--- src/rtl/uart_tx_wb.sv ---
// uart_tx_wb: Wishbone-slave 8N1 UART transmitter with TX FIFO.
// Registers: DATA (push), STATUS (flags/count), BAUD (clocks per bit).
module uart_tx_wb #(
    parameter int unsigned ADDR_BITS    = 8,
    parameter int unsigned BASE_ADDR    = 'h10,
    parameter int unsigned FIFO_DEPTH   = 8,
    parameter logic [15:0] BAUD_DEFAULT = 16'd868
) (
    input  logic                 clk,
    input  logic                 reset_n,
    input  logic                 sync_reset,
    input  logic                 WB_RD_STB_I,
    input  logic [ADDR_BITS-1:0] WB_RD_ADR_I,
    output logic [31:0]          WB_RD_DAT_O,
    output logic                 WB_RD_ACK_O,
    input  logic                 WB_WR_WE_I,
    input  logic [3:0]           WB_WR_SEL_I,
    input  logic [ADDR_BITS-1:0] WB_WR_ADR_I,
    input  logic [31:0]          WB_WR_DAT_I,
    output logic                 WB_WR_ACK_O,
    output logic                 txd,
    output logic                 tx_idle_irq
);
    localparam int unsigned PW = $clog2(FIFO_DEPTH);
    localparam logic [ADDR_BITS-1:0] BASE = ADDR_BITS'(BASE_ADDR);
    localparam logic [4:0] DEPTH = 5'(FIFO_DEPTH);

    typedef enum logic [1:0] {S_IDLE, S_START, S_DATA, S_STOP} state_t;

    state_t        state_q, state_d;
    logic [7:0]    shift_q, shift_d;
    logic [2:0]    bit_q, bit_d;
    logic [15:0]   cnt_q, cnt_d;
    logic [15:0]   baud_q, baud_d;
    logic          ovf_q, ovf_d;
    logic [4:0]    count_q, count_d;
    logic [PW-1:0] wr_ptr_q, wr_ptr_d;
    logic [PW-1:0] rd_ptr_q, rd_ptr_d;
    logic [7:0]    mem_q [FIFO_DEPTH];
    logic [7:0]    mem_d [FIFO_DEPTH];
    logic          txd_q, txd_d;
    logic          irq_q, irq_d;
    logic          rd_ack_q, rd_ack_d;
    logic          wr_ack_q, wr_ack_d;
    logic [31:0]   rd_dat_q, rd_dat_d;

    logic [ADDR_BITS-1:0] rd_off, wr_off;
    logic        rd_hit, wr_hit, stat_rd;
    logic        push, push_ok, pop;
    logic        full, empty, bit_end;
    logic [7:0]  head;
    logic [15:0] baud_wr;

    assign rd_off  = WB_RD_ADR_I - BASE;
    assign wr_off  = WB_WR_ADR_I - BASE;
    assign rd_hit  = WB_RD_STB_I && (rd_off < ADDR_BITS'(3));
    assign wr_hit  = WB_WR_WE_I && (wr_off < ADDR_BITS'(3));
    assign stat_rd = rd_hit && (rd_off == ADDR_BITS'(1));
    assign push    = wr_hit && (wr_off == '0) && WB_WR_SEL_I[0];
    assign full    = (count_q == DEPTH);
    assign empty   = (count_q == 5'd0);
    assign bit_end = (cnt_q == 16'd0);
    assign head    = mem_q[rd_ptr_q];

    assign WB_RD_DAT_O = rd_dat_q;
    assign WB_RD_ACK_O = rd_ack_q;
    assign WB_WR_ACK_O = wr_ack_q;
    assign txd         = txd_q;
    assign tx_idle_irq = irq_q;

    // Next-state: transmit FSM, FIFO, registers and bus responses.
    always_comb begin
        state_d  = state_q;
        shift_d  = shift_q;
        bit_d    = bit_q;
        cnt_d    = cnt_q;
        baud_d   = baud_q;
        ovf_d    = ovf_q;
        wr_ptr_d = wr_ptr_q;
        rd_ptr_d = rd_ptr_q;
        mem_d    = mem_q;
        pop      = 1'b0;
        push_ok  = 1'b0;
        baud_wr  = baud_q;

        unique case (state_q)
            S_IDLE: begin
                if (!empty) begin
                    pop     = 1'b1;
                    shift_d = head;
                    state_d = S_START;
                    cnt_d   = baud_q - 16'd1;
                end
            end
            S_START: begin
                if (bit_end) begin
                    state_d = S_DATA;
                    bit_d   = 3'd0;
                    cnt_d   = baud_q - 16'd1;
                end else begin
                    cnt_d = cnt_q - 16'd1;
                end
            end
            S_DATA: begin
                if (bit_end) begin
                    shift_d = shift_q >> 1;
                    cnt_d   = baud_q - 16'd1;
                    if (bit_q == 3'd7) state_d = S_STOP;
                    else bit_d = bit_q + 3'd1;
                end else begin
                    cnt_d = cnt_q - 16'd1;
                end
            end
            S_STOP: begin
                if (bit_end) begin
                    if (!empty) begin
                        pop     = 1'b1;
                        shift_d = head;
                        state_d = S_START;
                        cnt_d   = baud_q - 16'd1;
                    end else begin
                        state_d = S_IDLE;
                    end
                end else begin
                    cnt_d = cnt_q - 16'd1;
                end
            end
        endcase

        // A full FIFO still takes a push when the head leaves this cycle.
        push_ok = push && (!full || pop);
        if (push_ok) begin
            mem_d[wr_ptr_q] = WB_WR_DAT_I[7:0];
            wr_ptr_d        = wr_ptr_q + PW'(1);
        end
        if (pop) rd_ptr_d = rd_ptr_q + PW'(1);
        count_d = count_q + 5'(push_ok) - 5'(pop);

        if (stat_rd) ovf_d = 1'b0;
        if (push && !push_ok) ovf_d = 1'b1;

        if (wr_hit && (wr_off == ADDR_BITS'(2))) begin
            if (WB_WR_SEL_I[0]) baud_wr[7:0]  = WB_WR_DAT_I[7:0];
            if (WB_WR_SEL_I[1]) baud_wr[15:8] = WB_WR_DAT_I[15:8];
            baud_d = (baud_wr < 16'd2) ? 16'd2 : baud_wr;
        end

        rd_ack_d = rd_hit;
        wr_ack_d = wr_hit;
        rd_dat_d = 32'd0;
        if (stat_rd) begin
            rd_dat_d = {23'd0, count_q, ovf_q, empty, full,
                        state_q != S_IDLE};
        end else if (rd_hit && (rd_off == ADDR_BITS'(2))) begin
            rd_dat_d = {16'd0, baud_q};
        end

        unique case (state_d)
            S_START: txd_d = 1'b0;
            S_DATA:  txd_d = shift_d[0];
            default: txd_d = 1'b1;
        endcase
        irq_d = (state_d == S_IDLE) && empty;

        if (sync_reset) begin
            state_d  = S_IDLE;
            shift_d  = 8'd0;
            bit_d    = 3'd0;
            cnt_d    = 16'd0;
            baud_d   = BAUD_DEFAULT;
            ovf_d    = 1'b0;
            count_d  = 5'd0;
            wr_ptr_d = '0;
            rd_ptr_d = '0;
            txd_d    = 1'b1;
            irq_d    = 1'b1;
            rd_ack_d = 1'b0;
            wr_ack_d = 1'b0;
            rd_dat_d = 32'd0;
        end
    end

    // FIFO storage carries no reset; pointers and count define validity.
    always_ff @(posedge clk) begin
        mem_q <= mem_d;
    end

    // State and registered outputs.
    always_ff @(posedge clk or negedge reset_n) begin
        if (!reset_n) begin
            state_q  <= S_IDLE;
            shift_q  <= 8'd0;
            bit_q    <= 3'd0;
            cnt_q    <= 16'd0;
            baud_q   <= BAUD_DEFAULT;
            ovf_q    <= 1'b0;
            count_q  <= 5'd0;
            wr_ptr_q <= '0;
            rd_ptr_q <= '0;
            txd_q    <= 1'b1;
            irq_q    <= 1'b1;
            rd_ack_q <= 1'b0;
            wr_ack_q <= 1'b0;
            rd_dat_q <= 32'd0;
        end else begin
            state_q  <= state_d;
            shift_q  <= shift_d;
            bit_q    <= bit_d;
            cnt_q    <= cnt_d;
            baud_q   <= baud_d;
            ovf_q    <= ovf_d;
            count_q  <= count_d;
            wr_ptr_q <= wr_ptr_d;
            rd_ptr_q <= rd_ptr_d;
            txd_q    <= txd_d;
            irq_q    <= irq_d;
            rd_ack_q <= rd_ack_d;
            wr_ack_q <= wr_ack_d;
            rd_dat_q <= rd_dat_d;
        end
    end
endmodule

--- config.mk ---
export PLATFORM = sky130hd
export DESIGN_NAME = uart_tx_wb
export DESIGN_NICKNAME = d
export VERILOG_FILES = /design/src/rtl/uart_tx_wb.sv
export SDC_FILE = /design/constraint.sdc
export NUM_CORES = 1
export LEC_CHECK = 0
export CAP_MARGIN = 5
export CORE_MARGIN = 2
export CORE_UTILIZATION = 50
export CTS_BUF_LIST = sky130_fd_sc_hd__clkbuf_16
export CTS_CLUSTER_DIAMETER = 100
export CTS_CLUSTER_SIZE = 25
export DETAILED_ROUTE_END_ITERATION = 12
export PLACE_DENSITY = 0.87
export SLEW_MARGIN = 20
export SYNTH_ARGS = -nofsm -noshare
export SYNTH_HDL_FRONTEND = slang
export SYNTH_SLANG_ARGS = --single-unit
--- constraint.sdc ---
create_clock -name clk -period 3.4 [get_ports clk]
set_clock_uncertainty 0.2 [all_clocks]
set_input_delay 0.34 -clock clk [delete_from_list [all_inputs] [get_ports clk]]
set_output_delay 0.34 -clock clk [all_outputs]
set_load 0.03 [all_outputs]
==> impl_metrics.csv <==
group,metric,value,unit
status,status,"completed",
synthesis,ys_seq_area_frac,0.541,
die,die_y,123,um
clock_tree,clock_tree.buffer_depth,2,
synthesis,netlist_area,7130,um2
critical_path,cp_slowest_cell,"or4b_4",
timing,fmax,301,MHz
synthesis,postSynthCellCount,624,
timing,finalHoldViolations,0,
grt,grt_start_max_net_pins,78,
cells_and_area,fill_cells,995,
critical_path,worstPathArrival,3.47,ns
grt,antenna_found_initial,0,
placed_design,dp_worst_setup_slack,0.0351,ns
placed_design,port_buffers,58,
power,power.leakage,3.35,nW
synthesis,syn_area_per_cell,11.4,um2
worst_hold_path,hold_depth,2,
cells_and_area,area_growth,21.7,%
cells_and_area,nNetsFinal,780,
grt,grt_util_all_layers,0.246,
critical_path,r2r-start,"count_q[2]$_DFF_PN0_",
timing,period_share,0.977,
timing,layout_setup_ws,0.0770,ns
power,p_per_area,702,nW/um2
detailed_routing,num_vias,5473,
timing,finalSetupViolations,0,
critical_path,worstSetupPathType,"flip-flop to flip-flop",
die,dieArea,15200,um2
timing,report.final.slew_viol_count,0,
detailed_routing,first_iter_violations,604,
synthesis,ys_async_sr_fraction,0.546,
critical_path,crit_chain,"inv_2 > ha_4 > or4b_4 > a32oi_4 > nor2_4 > o21ai_2 > ha_1 > inv_1 > ha_2 > inv_2 > fa_2 > inv_2 > a21oi_2 > nor2_2 > o21ai_1 > a21oi_1",
detailed_routing,wl_per_cell,19.5,um
grt,first_global_vias,5504,
clock_tree,cts_sinks,141,
critical_path,start_kind,"flip-flop",
cells_and_area,final_common_cell,"dfrtp_1",
critical_path,r2r_end,"count_q[4]$_DFF_PN0_",
critical_path,rr_worst_depth,16,
detailed_routing,drt-vias-per-instance,6.09,
clock_tree,cts_buffers,17,
placed_design,gp_congestion,0.850,
detailed_routing,remaining_drc_errors,0,
clock_tree,clock_latency,0.43,ns
worst_hold_path,min_delay_worst_endpoint,"state_q[0]$_DFF_PN0_",
critical_path,critPathMaxStageDelay,0.49,ns
detailed_routing,routed_wl,17.5,mm
die,die_x,123,um
timing,slew_headroom,0.355,
placed_design,place_area,7980,um2
clock_tree,cts_tree,"done",
synthesis,synth_edf_count,64,
synthesis,yosysWarnings,0,
cells_and_area,layout_common_cells,"dfrtp_1, nand2_1, edfxtp_1, clkdlybuf4s50_1, nor2_1",
die,start_util,0.513,
placed_design,dp_hpwl,11.4,mm
critical_path,r2r_slack,0.08,ns
clock_tree,root_buffer,"clkbuf_16",
die,ioPinCount,93,
synthesis,synth-seq-cells,141,
timing,max_slew.worst_pin.slew,0.968,ns
critical_path,crit_fanout,3,
timing,fin_crit,3.32,ns
clock_tree,clk_pin_slew_worst_paths,0.06,ns
die,rows,43,
detailed_routing,ant_nets,0,
cells_and_area,antennaDiodeCount,0,
synthesis,synthFlopType,"dfrtp_1",
worst_hold_path,hp-class,"input pin to flip-flop",
power,irDropWorstVdd,0.000478,V
timing,hold_ws,0.213,ns
synthesis,ys_types,65,
worst_hold_path,hold_path.startpoint,"sync_reset",
die,core-area,13900,um2
grt,overflow,0,
flow_run,cap_violations,0,
timing,rsz0062_at_grt,"true",
critical_path,crit_required,3.54,ns
critical_path,crit_top_cell,"inv_2",
critical_path,crit_path_end_kind,"flip-flop",
detailed_routing,detail_route.first_pass.iterations,5,
cells_and_area,layout-drive-gt1-share,0.175,
grt,grt_pass1_wl,28.0,mm
cells_and_area,finish.instance_area,8670,um2
clock_tree,htree_levels,4,
where the power goes:
part	switching, mW	total (mW)	internal (mW)
Clock	0.774	1.88	1.11
Combinational	1.15	2.10	0.947
Sequential	0.186	2.10	1.92
worst max path at each step:
stage / cells past startpoint / startpoint / endpoint / slack [ns]
after floorplan: 17 / cnt_q[0]$_DFF_PN0_ / count_q[4]$_DFF_PN0_ / 0.14
after global placement: 16 / count_q[2]$_DFF_PN0_ / count_q[4]$_DFF_PN0_ / 0.17
after detailed placement: 16 / count_q[2]$_DFF_PN0_ / count_q[4]$_DFF_PN0_ / 0.04
after CTS: 16 / count_q[2]$_DFF_PN0_ / count_q[4]$_DFF_PN0_ / 0.04
after global routing: 16 / count_q[2]$_DFF_PN0_ / count_q[4]$_DFF_PN0_ / -0.11
final: 16 / count_q[2]$_DFF_PN0_ / count_q[4]$_DFF_PN0_ / 0.08
worst max-delay path: cells and delay by family (launching register included):
kind / cells / cell delay [ns]
AO/OA/AOI/OAI: 5 / 0.67
adder cells (fa/ha/maj): 4 / 0.99
buffers and inverters: 4 / 0.28
flip-flops: 1 / 0.41
AND/OR/NAND/NOR: 3 / 0.69
synth_stat cells (3+ instances only):
master	instances	area, um2
buf_4	16	120
mux4_2	16	360
or3_1	5	31.3
mux2i_1	9	90.1
ha_1	17	213
dfrtp_1	70	1750
nor3_1	12	60.1
o21ai_0	32	160
o22ai_1	16	100
nor2b_1	4	25.0
a31oi_1	6	37.5
nor2_1	46	173
a21oi_1	22	110
nor4b_1	3	26.3
dfstp_2	7	184
buf_2	8	40.0
inv_1	17	63.8
edfxtp_1	64	1920
nor4_1	9	56.3
a211oi_1	4	30.0
nor3b_1	7	52.6
a22oi_1	15	113
a22o_1	17	149
xnor2_1	17	149
nand4_1	4	25.0
clkbuf_1	22	82.6
nand3_1	26	130
xor2_1	14	123
nand2_1	65	244
nand2b_1	5	31.3
and3_1	7	43.8
routing by layer:
metal  routed length (um)  share of wire  GRT usage
met3                 1620          0.092     0.0664
met1                 6630           0.38      0.310
met2                 8660           0.49      0.389
met5                    0              0          0
met4                  635          0.036      0.132
logic make-up after synthesis:
kind of cell	Yosys count	share of synthesized area
simple gates	211	0.152
flops	141	0.541
compound gates	130	0.125
buf+inv	65	0.0441
xor+xnor	31	0.0381
mux	27	0.0664
fa+ha+maj	18	0.0327
other cells	1	0.000526
flip-flops by register name (all words and copies together) (netlist names):
register	cells
WB_RD_ACK_O	1
WB_RD_DAT_O	16
WB_WR_ACK_O	1
baud_q	16
bit_q	3
cnt_q	16
count_q	5
mem_q	64
ovf_q	1
rd_ptr_q	3
shift_q	8
state_q	2
tx_idle_irq	1
txd	1
wr_ptr_q	3
area by class of cell:
| type | instances | area (um2) | share of cell area |
|---|---|---|---|
| clock buffers | 17 | 425 | 0.0490 |
| flip-flops and latches | 141 | 3860 | 0.445 |
| multi-input cells | 433 | 3070 | 0.354 |
| inverters | 17 | 63.8 | 0.00736 |
| repair buffers | 95 | 853 | 0.0984 |
| well taps | 180 | 225 | 0.0260 |
| clock inverters | 15 | 181 | 0.0209 |
stage by stage:
stage	utilization	instances	power, mW	TNS [ns]
6_report	0.625	898	6.09	0
5_1_grt	0.625	898	6.41	-0.115
4_1_cts	0.619	891	5.96	0
3_5_place_dp	0.575	858	4.04	0
3_3_place_gp	0.575	858	3.93	0
2_1_floorplan	-	639	3.50	0
timing repair:
item	4_1_cts	5_1_grt
resized for setup	2	11
pin swaps	0	9
buffers inserted	0	7
endpoints found under the setup margin	1	1
hold buffers	1	0
endpoints found under the hold margin	70	0
cloned	0	0
(Power assumes the default switching activity.)
